===== src/rtl/mem_arbiter_rr_pkg.sv =====
// mem_arb_pkg: shared types and constants for the N-master memory bus arbiter
package mem_arb_pkg;
  localparam int ADDR_W_DEF = 19;
  localparam int DATA_W_DEF = 16;
  typedef enum logic [1:0] {IDLE, GRANT, LOCKED} arb_state_e;
  function automatic int clog2_ports(input int n);
    return n > 2 ? $clog2(n) : 1;
  endfunction
endpackage


===== src/rtl/mem_arbiter_rr_if.sv =====
// mem_arbiter_rr_if: per-master request bundle plus the single slave-side bus
interface mem_arbiter_rr_if
  import mem_arb_pkg::*;
#(
  parameter int NUM_PORTS = 3,
  parameter int ADDR_W = ADDR_W_DEF,
  parameter int DATA_W = DATA_W_DEF
);
  logic [NUM_PORTS*ADDR_W-1:0] m_addr;
  logic [NUM_PORTS*DATA_W-1:0] m_data_out;
  logic [NUM_PORTS*DATA_W-1:0] m_data_in;
  logic [NUM_PORTS-1:0] m_access;
  logic [NUM_PORTS-1:0] m_ack;
  logic [NUM_PORTS-1:0] m_wr_en;
  logic [NUM_PORTS*2-1:0] m_bytesel;
  logic [NUM_PORTS-1:0] m_lock;
  logic [ADDR_W-1:0] q_m_addr;
  logic [DATA_W-1:0] q_m_data_in;
  logic [DATA_W-1:0] q_m_data_out;
  logic q_m_access;
  logic q_m_ack;
  logic q_m_wr_en;
  logic [1:0] q_m_bytesel;
  modport master (
    output m_addr, m_data_out, m_access, m_wr_en, m_bytesel, m_lock, q_m_data_in, q_m_ack,
    input m_data_in, m_ack, q_m_addr, q_m_data_out, q_m_access, q_m_wr_en, q_m_bytesel
  );
  modport slave (
    input m_addr, m_data_out, m_access, m_wr_en, m_bytesel, m_lock, q_m_data_in, q_m_ack,
    output m_data_in, m_ack, q_m_addr, q_m_data_out, q_m_access, q_m_wr_en, q_m_bytesel
  );
endinterface


===== src/rtl/mem_arbiter_rr_picker.sv =====
// rr_priority_picker: first requester at or after the rotation base, wrapping
module rr_priority_picker
  import mem_arb_pkg::*;
#(
  parameter int NUM_PORTS = 3
) (
  input  logic [NUM_PORTS-1:0] req,
  input  logic [clog2_ports(NUM_PORTS)-1:0] last,
  input  logic rr_en,
  output logic valid,
  output logic [clog2_ports(NUM_PORTS)-1:0] idx
);
  localparam int IW = clog2_ports(NUM_PORTS);
  int base;
  assign base = rr_en ? (int'(last) + 1) % NUM_PORTS : 0;
  assign valid = |req;
  // scan from the farthest offset down so the nearest requester overwrites last
  always_comb begin
    idx = '0;
    for (int k = NUM_PORTS - 1; k >= 0; k--)
      if (req[(base + k) % NUM_PORTS]) idx = IW'((base + k) % NUM_PORTS);
  end
endmodule


===== src/rtl/mem_arbiter_rr.sv =====
// mem_arbiter_rr: N-master to 1-slave memory bus arbiter with lock and abort
module mem_arbiter_rr
  import mem_arb_pkg::*;
#(
  parameter int NUM_PORTS = 3,
  parameter int ROUND_ROBIN = 1,
  parameter int ADDR_W = ADDR_W_DEF,
  parameter int DATA_W = DATA_W_DEF
) (
  input  logic clk,
  input  logic reset_n,
  mem_arbiter_rr_if.slave bus,
  output logic [clog2_ports(NUM_PORTS)-1:0] grant_idx
);
  localparam int IW = clog2_ports(NUM_PORTS);
  arb_state_e state_q, state_d;
  logic [IW-1:0] grant_q, grant_d, rr_last_q, rr_last_d, pick_idx;
  logic pick_valid, own_acc, own_lock, busy;
  rr_priority_picker #(.NUM_PORTS(NUM_PORTS)) u_picker (
    .req(bus.m_access),
    .last(rr_last_q),
    .rr_en(ROUND_ROBIN != 0),
    .valid(pick_valid),
    .idx(pick_idx)
  );
  assign own_acc = bus.m_access[grant_q];
  assign own_lock = bus.m_lock[grant_q];
  assign busy = state_q != IDLE;
  assign grant_idx = grant_q;
  assign bus.q_m_addr = bus.m_addr[int'(grant_q)*ADDR_W +: ADDR_W];
  assign bus.q_m_data_out = bus.m_data_out[int'(grant_q)*DATA_W +: DATA_W];
  assign bus.q_m_wr_en = bus.m_wr_en[grant_q];
  assign bus.q_m_bytesel = bus.m_bytesel[int'(grant_q)*2 +: 2];
  assign bus.q_m_access = busy & own_acc & ~bus.q_m_ack;
  assign bus.m_ack = busy ? {{(NUM_PORTS-1){1'b0}}, bus.q_m_ack} << grant_q : '0;
  assign bus.m_data_in = {NUM_PORTS{bus.q_m_data_in}};
  // GRANT and LOCKED differ only in whether a dropped request releases the bus
  always_comb begin
    state_d = state_q;
    grant_d = grant_q;
    rr_last_d = rr_last_q;
    if (state_q == IDLE) begin
      state_d = pick_valid ? GRANT : IDLE;
      grant_d = pick_valid ? pick_idx : grant_q;
    end else if (bus.q_m_ack) begin
      state_d = own_lock ? LOCKED : IDLE;
      rr_last_d = own_lock ? rr_last_q : grant_q;
    end else if (!own_acc && (state_q == GRANT || !own_lock)) begin
      state_d = IDLE;
    end
  end
  always_ff @(posedge clk or negedge reset_n) begin
    if (!reset_n) begin
      state_q <= IDLE;
      grant_q <= '0;
      rr_last_q <= IW'(NUM_PORTS - 1);
    end else begin
      state_q <= state_d;
      grant_q <= grant_d;
      rr_last_q <= rr_last_d;
    end
  end
endmodule


===== src/flat_wrapper.sv =====
// flat-port wrapper written by rule: the top's interface ports become plain ports
module mem_arbiter_rr_flat import mem_arb_pkg::*;
#(
  parameter int NUM_PORTS = 3,
  parameter int ROUND_ROBIN = 1,
  parameter int ADDR_W = ADDR_W_DEF,
  parameter int DATA_W = DATA_W_DEF
)
  (clk, reset_n, grant_idx, bus_m_addr, bus_m_data_out, bus_m_access, bus_m_wr_en, bus_m_bytesel, bus_m_lock, bus_q_m_data_in, bus_q_m_ack, bus_m_data_in, bus_m_ack, bus_q_m_addr, bus_q_m_data_out, bus_q_m_access, bus_q_m_wr_en, bus_q_m_bytesel);
  mem_arbiter_rr_if #(.NUM_PORTS(NUM_PORTS), .ADDR_W(ADDR_W), .DATA_W(DATA_W)) bus_i ();
  input  logic clk;
  input  logic reset_n;
  output logic [clog2_ports(NUM_PORTS)-1:0] grant_idx;
  input wire logic [$bits(bus_i.m_addr)-1:0] bus_m_addr;
  input wire logic [$bits(bus_i.m_data_out)-1:0] bus_m_data_out;
  input wire logic [$bits(bus_i.m_access)-1:0] bus_m_access;
  input wire logic [$bits(bus_i.m_wr_en)-1:0] bus_m_wr_en;
  input wire logic [$bits(bus_i.m_bytesel)-1:0] bus_m_bytesel;
  input wire logic [$bits(bus_i.m_lock)-1:0] bus_m_lock;
  input wire logic [$bits(bus_i.q_m_data_in)-1:0] bus_q_m_data_in;
  input wire logic [$bits(bus_i.q_m_ack)-1:0] bus_q_m_ack;
  output wire logic [$bits(bus_i.m_data_in)-1:0] bus_m_data_in;
  output wire logic [$bits(bus_i.m_ack)-1:0] bus_m_ack;
  output wire logic [$bits(bus_i.q_m_addr)-1:0] bus_q_m_addr;
  output wire logic [$bits(bus_i.q_m_data_out)-1:0] bus_q_m_data_out;
  output wire logic [$bits(bus_i.q_m_access)-1:0] bus_q_m_access;
  output wire logic [$bits(bus_i.q_m_wr_en)-1:0] bus_q_m_wr_en;
  output wire logic [$bits(bus_i.q_m_bytesel)-1:0] bus_q_m_bytesel;
  assign bus_i.m_addr = bus_m_addr;
  assign bus_i.m_data_out = bus_m_data_out;
  assign bus_i.m_access = bus_m_access;
  assign bus_i.m_wr_en = bus_m_wr_en;
  assign bus_i.m_bytesel = bus_m_bytesel;
  assign bus_i.m_lock = bus_m_lock;
  assign bus_i.q_m_data_in = bus_q_m_data_in;
  assign bus_i.q_m_ack = bus_q_m_ack;
  assign bus_m_data_in = bus_i.m_data_in;
  assign bus_m_ack = bus_i.m_ack;
  assign bus_q_m_addr = bus_i.q_m_addr;
  assign bus_q_m_data_out = bus_i.q_m_data_out;
  assign bus_q_m_access = bus_i.q_m_access;
  assign bus_q_m_wr_en = bus_i.q_m_wr_en;
  assign bus_q_m_bytesel = bus_i.q_m_bytesel;
  mem_arbiter_rr #(.NUM_PORTS(NUM_PORTS), .ROUND_ROBIN(ROUND_ROBIN), .ADDR_W(ADDR_W), .DATA_W(DATA_W)) u_core (.clk(clk), .reset_n(reset_n), .bus(bus_i), .grant_idx(grant_idx));
endmodule

===== config.mk =====
export PLATFORM = sky130hd
export DESIGN_NAME = mem_arbiter_rr_flat
export DESIGN_NICKNAME = d
export VERILOG_FILES = /design/src/rtl/mem_arbiter_rr_pkg.sv /design/src/rtl/mem_arbiter_rr_if.sv /design/src/rtl/mem_arbiter_rr_picker.sv /design/src/rtl/mem_arbiter_rr.sv /design/src/flat_wrapper.sv
export SDC_FILE = /design/constraint.sdc
export NUM_CORES = 1
export LEC_CHECK = 0
export BUFFER_PORTS_ARGS = -buffer_cell sky130_fd_sc_hd__buf_2
export CORE_UTILIZATION = 42
export CTS_CLUSTER_DIAMETER = 120
export DETAILED_ROUTE_END_ITERATION = 16
export PLACE_DENSITY = 0.79
export SETUP_SLACK_MARGIN = 0.15
export SLEW_MARGIN = 20
export SYNTH_ARGS = -nofsm -noshare
export SYNTH_HDL_FRONTEND = slang
export SYNTH_HIERARCHICAL = 1
export SYNTH_SLANG_ARGS = --single-unit
export TNS_END_PERCENT = 50

===== constraint.sdc =====
create_clock -name clk -period 7.8 [get_ports clk]
set_clock_uncertainty 0.15 [all_clocks]
set_input_delay 1.56 -clock clk [delete_from_list [all_inputs] [get_ports clk]]
set_output_delay 1.56 -clock clk [all_outputs]
set_load 0.02 [all_outputs]

==> results of run 1 <==
[area by class of cell]
class                      count  area [µm²]
sequential                     6         153
tap                          133         166
fill                         998        4750
inverter                      24        90.1
multi-input combinational    484        3560
timing repair buffer         183         958
clock buffer                   4        45.0
[synth_stat cells, types with 6 or more instances]
library cell / number
xnor2_1: 20
a211oi_1: 6
mux2_2: 9
inv_1: 22
ha_1: 24
clkbuf_1: 9
and2_1: 7
nor3_1: 11
a21o_1: 6
buf_2: 15
buf_4: 51
nand3_1: 20
o21ai_0: 52
o31ai_1: 6
and3_1: 6
o211ai_1: 12
nor2_1: 25
nand2_1: 75
and4_1: 6
a21oi_1: 20
mux2i_1: 47
a31oi_1: 8
[what timing repair did]
action	CTS	global route
resized for setup	0	23
buffers inserted	0	4
endpoints found under the setup margin	0	2
hold endpoints to repair	0	0
[routing by layer]
| metal | up-vias | global-route usage [%] | routed length, µm |
|---|---|---|---|
| li1 | 2378 | - | - |
| met1 | 2207 | 28.8 | 5290 |
| met2 | 263 | 39.8 | 6250 |
| met3 | 43 | 1.57 | 905 |
| met4 | 0 | 16.4 | 785 |
| met5 | - | 0 | 0 |
[registers in the layout, indices dropped and copies added (netlist names)]
| register | count |
|---|---|
| u_core/state_q | 2 |
| u_core/grant_idx | 2 |
| u_core/rr_last_q | 2 |
[path summary, 6_finish.rpt]
| path | from | to | slack [ns] |
|---|---|---|---|
| max | u_core/rr_last_q[1]$_DFFE_PN1P_ | u_core/grant_idx[1]$_DFFE_PN0P_ | 0.65 |
| min | u_core/state_q[0]$_DFFE_PN0P_ | u_core/state_q[0]$_DFFE_PN0P_ | 0.50 |
| max reg2reg | u_core/rr_last_q[1]$_DFFE_PN1P_ | u_core/grant_idx[1]$_DFFE_PN0P_ | 0.65 |
| min reg2reg | u_core/state_q[0]$_DFFE_PN0P_ | u_core/state_q[0]$_DFFE_PN0P_ | 0.50 |
| max in group asynchronous | reset_n | u_core/rr_last_q[1]$_DFFE_PN1P_ | 6.28 |
| min in group asynchronous | reset_n | u_core/rr_last_q[0]$_DFFE_PN0P_ | 0.99 |
[cells by family after synthesis]
group,Yosys count,share of synthesized area [%]
DFF,6,3.59
adders and majority gates,25,7.36
other,1,0.0889
buffers and inverters,103,14.5
AOI/OAI and AO/OA,176,29.6
xor gates and xnor gates,24,5.67
muxes,58,14.3
and+or+nand+nor,200,24.8
[where the power goes]
group	leakage, nW	internal, mW	switching [mW]
logic	2.17	1.08	1.45
clock network	0.0228	0.0356	0.0190
registers	0.0719	0.0497	0.0490
[per-stage QoR]
| stage | power, mW | area, µm² |
|---|---|---|
| 3_5_place_dp | 2.51 | 4790 |
| 6_report | 2.69 | 4980 |
| 5_1_grt | 2.92 | 4980 |
| 2_1_floorplan | 2.03 | 4220 |
| 3_3_place_gp | 2.48 | 4790 |
| 4_1_cts | 2.58 | 4840 |
[placed cells by master (no fill, tap or decap), types with 5 or more instances in the layout]
cell type  instances
o211ai_1          12
and3_1             6
nand2_1           75
a31oi_1            8
a21oi_1           19
a211oi_1           6
and4_1             6
nor3_1            10
nand3_1           19
mux2_2             9
nand3b_1           5
buf_2            166
a21o_1             6
inv_1             22
nor2_1            25
o21ai_0           50
nand4_1            5
o31ai_1            6
xnor2_1           19
mux2i_1           46
ha_1              19
and2_1             7
buf_4             17
[critical path: cells and delay by family (launching register included)]
| kind | cells | cell delay (ns) |
|---|---|---|
| simple gates | 8 | 1.96 |
| compound gates | 11 | 1.84 |
| xor+xnor | 2 | 0.32 |
| flops | 1 | 0.61 |
| fa+ha+maj | 6 | 1.39 |
| mux | 2 | 0.39 |
| buf+inv | 3 | 0.35 |
==> impl_metrics.ini, run 1 <==
[critical_path]
worstRegToRegCells = 32
critPathCaptureType = flop
crit_top_cell = ha_1
cp-start-kind = flop
arrival_ns = 7.11
cp.required_ns = 7.77
crit_type = reg2reg
max_stage_delay_ns = 0.61
slowest_stage = dfstp_2
cp_max_fo = 13

[global_route]
grt-ovfl-total = 0
grt_pass1_vias = 4215
grt_pass1_wl_um = 19600
grt_antenna_before_repair = 0
grt_max_degree = 40
grt_usage_pct = 23.7

[floorplan]
core_area_um2 = 9730
die-area_um2 = 10400
rows = 36
start_util_pct = 43.3
die_h_um = 102
io_pins = 231
die_w_um = 102

[routing]
wl_um = 13200
route.detailed.drc = 0
firstDrtPassIters = 5
wl_per_cell_um = 15.9
routed-via-count = 4891
drtIter0Drc = 363
ant_nets = 0
viasPerCell = 5.86

[sta]
maxSlewHeadroom_pct = 45.1
min_period_over_period_pct = 91.6
period_needed_ns = 7.15
hold_viol = 0
tns_ns = 0
rsz0062_at_grt = false
fin_ws_ns = 0.653
worstMarginPinSlew_ns = 0.814
fmax_ghz = 0.140
slew_violations = 0
setup_viol = 0
hold_ws_ns = 0.500

[clock_tree]
clk_pin_slew_ns = 0.05
cts-root-buf = clkbuf_8
cts_tree = done
cts_buffers = 3
insertion_delay_ns = 0.24
hold_buffers = 0
numClockSinks = 6
htree_levels = 1
clockBufferDepth = 2

[cells_and_area]
drive_gt1_share_pct = 34.4
n_antenna_cell = 0
syn2layout_area_growth_pct = 18.0
fin_nets = 865
fin_cells = 834
final_util_pct = 51.1

[logic_synthesis]
synth.yosys.warnings = 6
synth_seq_cells = 6
syn_nets = 756
async_reset_ff_share_pct = 100
synthFlopType = dfrtp_1
ys_seq_area_share_pct = 3.59
synth_top_area_share_pct = 11.2
yosys.area.top_type = mux2i_1
synthTopCellsByArea = mux2i_1, buf_4, ha_1, nand2_1, o21ai_0
ys_types = 90
synth_cells = 593
avgSynthCellArea_um2 = 7.11
syn_area_um2 = 4220
synth_edf_count = 0

[status]
status = completed

[power]
leakagePower_nw = 2.26
p_per_area_nw_per_um2 = 540
ir_worst_vdd_mv = 0.319

[place]
gp_congestion = 0.953
placedCellCount = 826
hpwl_um = 10600
io_buffers = 166
place_ws_ns = 0.201

[min_path]
hold-path-cell-count = 2
hp-class = reg2reg

[job]
max-cap-violations = 0
No activity file was read; power rests on OpenSTA's default activity.
==> inputs of run 2 (changes only) <==
ABC_AREA = 1   (was default)
CORE_UTILIZATION = 41   (was 42)
PLACE_DENSITY = 0.8   (was 0.79)
==> run 2 against run 1 <==
Effect of this change: core utilization fell by 2.2 points; critical path depth rose by 12; maximum frequency rose by 20%; cell count rose by 4.8%; flip-flop and latch count did not move; register-to-register slack improved by 1.2 ns; area after synthesis fell by 12%; first-iteration DRC count fell by 36%; global-route usage rose by 2.2 points; largest cell class unchanged; highest routed layer is now met5.
==> impl_metrics.ini, run 2 <==
[clock_tree]
cts-root-buf = clkbuf_8
clk_pin_slew_ns = 0.04
htree_levels = 1
hold_buffers = 0
numClockSinks = 6
clockBufferDepth = 2
cts_buffers = 3
insertion_delay_ns = 0.23
cts_tree = done
cts_resized = 0
post_cts_buffers = 0

[logic_synthesis]
avgSynthCellArea_um2 = 5.60
synth_cells = 660
syn_nets = 823
synth.yosys.warnings = 6
synth_top_area_share_pct = 21.0
yosys.area.top_type = nand2_1
post-synth-top-count-cell = nand2_1
syn_area_um2 = 3700
synthFlopType = dfrtp_1
synth_seq_cells = 6
ys_seq_area_share_pct = 4.09
synthTopCellsByArea = nand2_1, nand3_1, buf_4, ha_1, inv_1
synth_common_cells = nand2_1, nand3_1, inv_1
synth_edf_count = 0
ys_types = 44
async_reset_ff_share_pct = 100

[critical_path]
cp_max_fo = 14
cp-start-kind = flop
critPathCaptureType = flop
slowest_stage = dfstp_2
cp.required_ns = 7.73
arrival_ns = 5.89
max_stage_delay_ns = 0.57
crit_top_cell = nand2_1
crit_type = reg2reg

[global_route]
grt_pass1_wl_um = 19400
grt_pass1_vias = 4061
grt_antenna_before_repair = 0
grt-ovfl-total = 0
grt_max_degree = 44
grt_usage_pct = 25.8

[floorplan]
core_area_um2 = 8720
die_h_um = 97.0
die-area_um2 = 9400
io_pins = 231
die_w_um = 97.0
start_util_pct = 42.4
rows = 34

[sta]
tns_ns = 0
rsz0062_at_grt = false
setup_viol = 0
hold_ws_ns = 0.328
min_period_over_period_pct = 76.3
period_needed_ns = 5.95
worstMarginPinSlew_ns = 0.696
hold_viol = 0
maxSlewHeadroom_pct = 53.5
slew_violations = 0
fmax_ghz = 0.168

[routing]
wl_per_cell_um = 14.2
drtIter0Drc = 233
routed-via-count = 4458
route.detailed.drc = 0
firstDrtPassIters = 5
viasPerCell = 5.10
ant_nets = 0
wl_um = 12400

[cells_and_area]
nFillCells = 914
n_antenna_cell = 0
multi_input_area_um2 = 2800
most-common-layout-cells = nand2_1, buf_2, nand3_1
final_common_cell = nand2_1
syn2layout_area_growth_pct = 15.5
seq_area_um2 = 151
fin_nets = 930
drive_gt1_share_pct = 32.1

[job]
max-cap-violations = 0

[status]
status = completed

[place]
gp_congestion = 0.958
io_buffers = 166
hpwl_um = 10800

[min_path]
hp-class = reg2reg
-- run 2: changes by cell type in the layout (fill, tap and decap cells not counted), moves of 10 or more --
| cell | previous run | this run |
|---|---|---|
| a21oi_1 | 19 | 4 |
| buf_4 | 17 | 3 |
| inv_1 | 22 | 59 |
| mux2i_1 | 46 | 0 |
| nand2_1 | 75 | 207 |
| nand2_2 | 0 | 21 |
| nand3_1 | 19 | 132 |
| nor2_1 | 25 | 35 |
| o211ai_1 | 12 | 0 |
| o21ai_0 | 50 | 11 |
| xnor2_1 | 19 | 3 |
-- run 2: per-layer routing --
metal | up-vias | share of wire (%) | global-route usage (%) | wire (µm)
met1 | 1954 | 37 | 28.2 | 4560
met5 | - | 0.27 | 2.75 | 34
li1 | 2291 | - | - | -
met4 | 2 | 8.8 | 22.3 | 1100
met3 | 37 | 5.7 | 3.25 | 703
met2 | 174 | 49 | 43.8 | 6040
-- run 2: cell families (layout without fill, tap and decap cells) --
group / Yosys count / after routing / share of synthesized area (%)
adder cells (fa/ha/maj): 24 / 24 / 8.12
AND/OR/NAND/NOR: 448 / 448 / 59.8
XOR/XNOR: 10 / 10 / 2.57
flip-flops: 6 / 6 / 4.09
AO/OA/AOI/OAI: 30 / 30 / 5.08
buffers and inverters: 141 / 247 / 20.3
other: 1 / 1 / 0.101
-- run 2: path summary, 6_finish.rpt --
check                                             endpoint  cells after the start                       startpoint  slack [ns]
setup / recovery           u_core/grant_idx[1]$_DFFE_PN0P_                     44  u_core/rr_last_q[1]$_DFFE_PN1P_        1.85
hold / removal               u_core/state_q[0]$_DFFE_PN0P_                      2    u_core/state_q[0]$_DFFE_PN0P_        0.33
setup reg to reg           u_core/grant_idx[1]$_DFFE_PN0P_                     44  u_core/rr_last_q[1]$_DFFE_PN1P_        1.85
hold reg to reg              u_core/state_q[0]$_DFFE_PN0P_                      2    u_core/state_q[0]$_DFFE_PN0P_        0.33
max in group asynchronous  u_core/rr_last_q[1]$_DFFE_PN1P_                      1                          reset_n        6.28
min in group asynchronous    u_core/state_q[0]$_DFFE_PN0P_                      1                          reset_n        1.00
-- run 2: worst max-delay path, delay by kind of cell (launching register included) --
| family | cells | cell delay (ns) |
|---|---|---|
| and+or+nand+nor | 27 | 2.69 |
| adders and majority gates | 6 | 1.41 |
| buffers and inverters | 8 | 0.63 |
| DFF | 1 | 0.57 |
| xor gates and xnor gates | 1 | 0.20 |
| AOI/OAI and AO/OA | 2 | 0.17 |
-- run 2: through the flow --
step	util [%]	setup slack, ns	std cells	cell area [µm²]
2_1_floorplan	-	2.44	660	3700
3_5_place_dp	48.4	1.89	870	4220
3_3_place_gp	48.4	2.13	870	4220
6_report	49.0	1.85	874	4270
5_1_grt	49.0	1.31	874	4270
4_1_cts	49.0	1.89	874	4270
-- run 2: cell type report --
cell class / instances / area share, %
clock buffers: 4 / 1.06
well taps: 108 / 3.17
repair buffers: 169 / 20.0
inverters: 74 / 6.62
flip-flops and latches: 6 / 3.55
multi-input cells: 513 / 65.6
Power of run 2 is left out: the tool's default activity adds up to more than one toggle a clock period on the data nets, which glitch-free logic cannot reach.
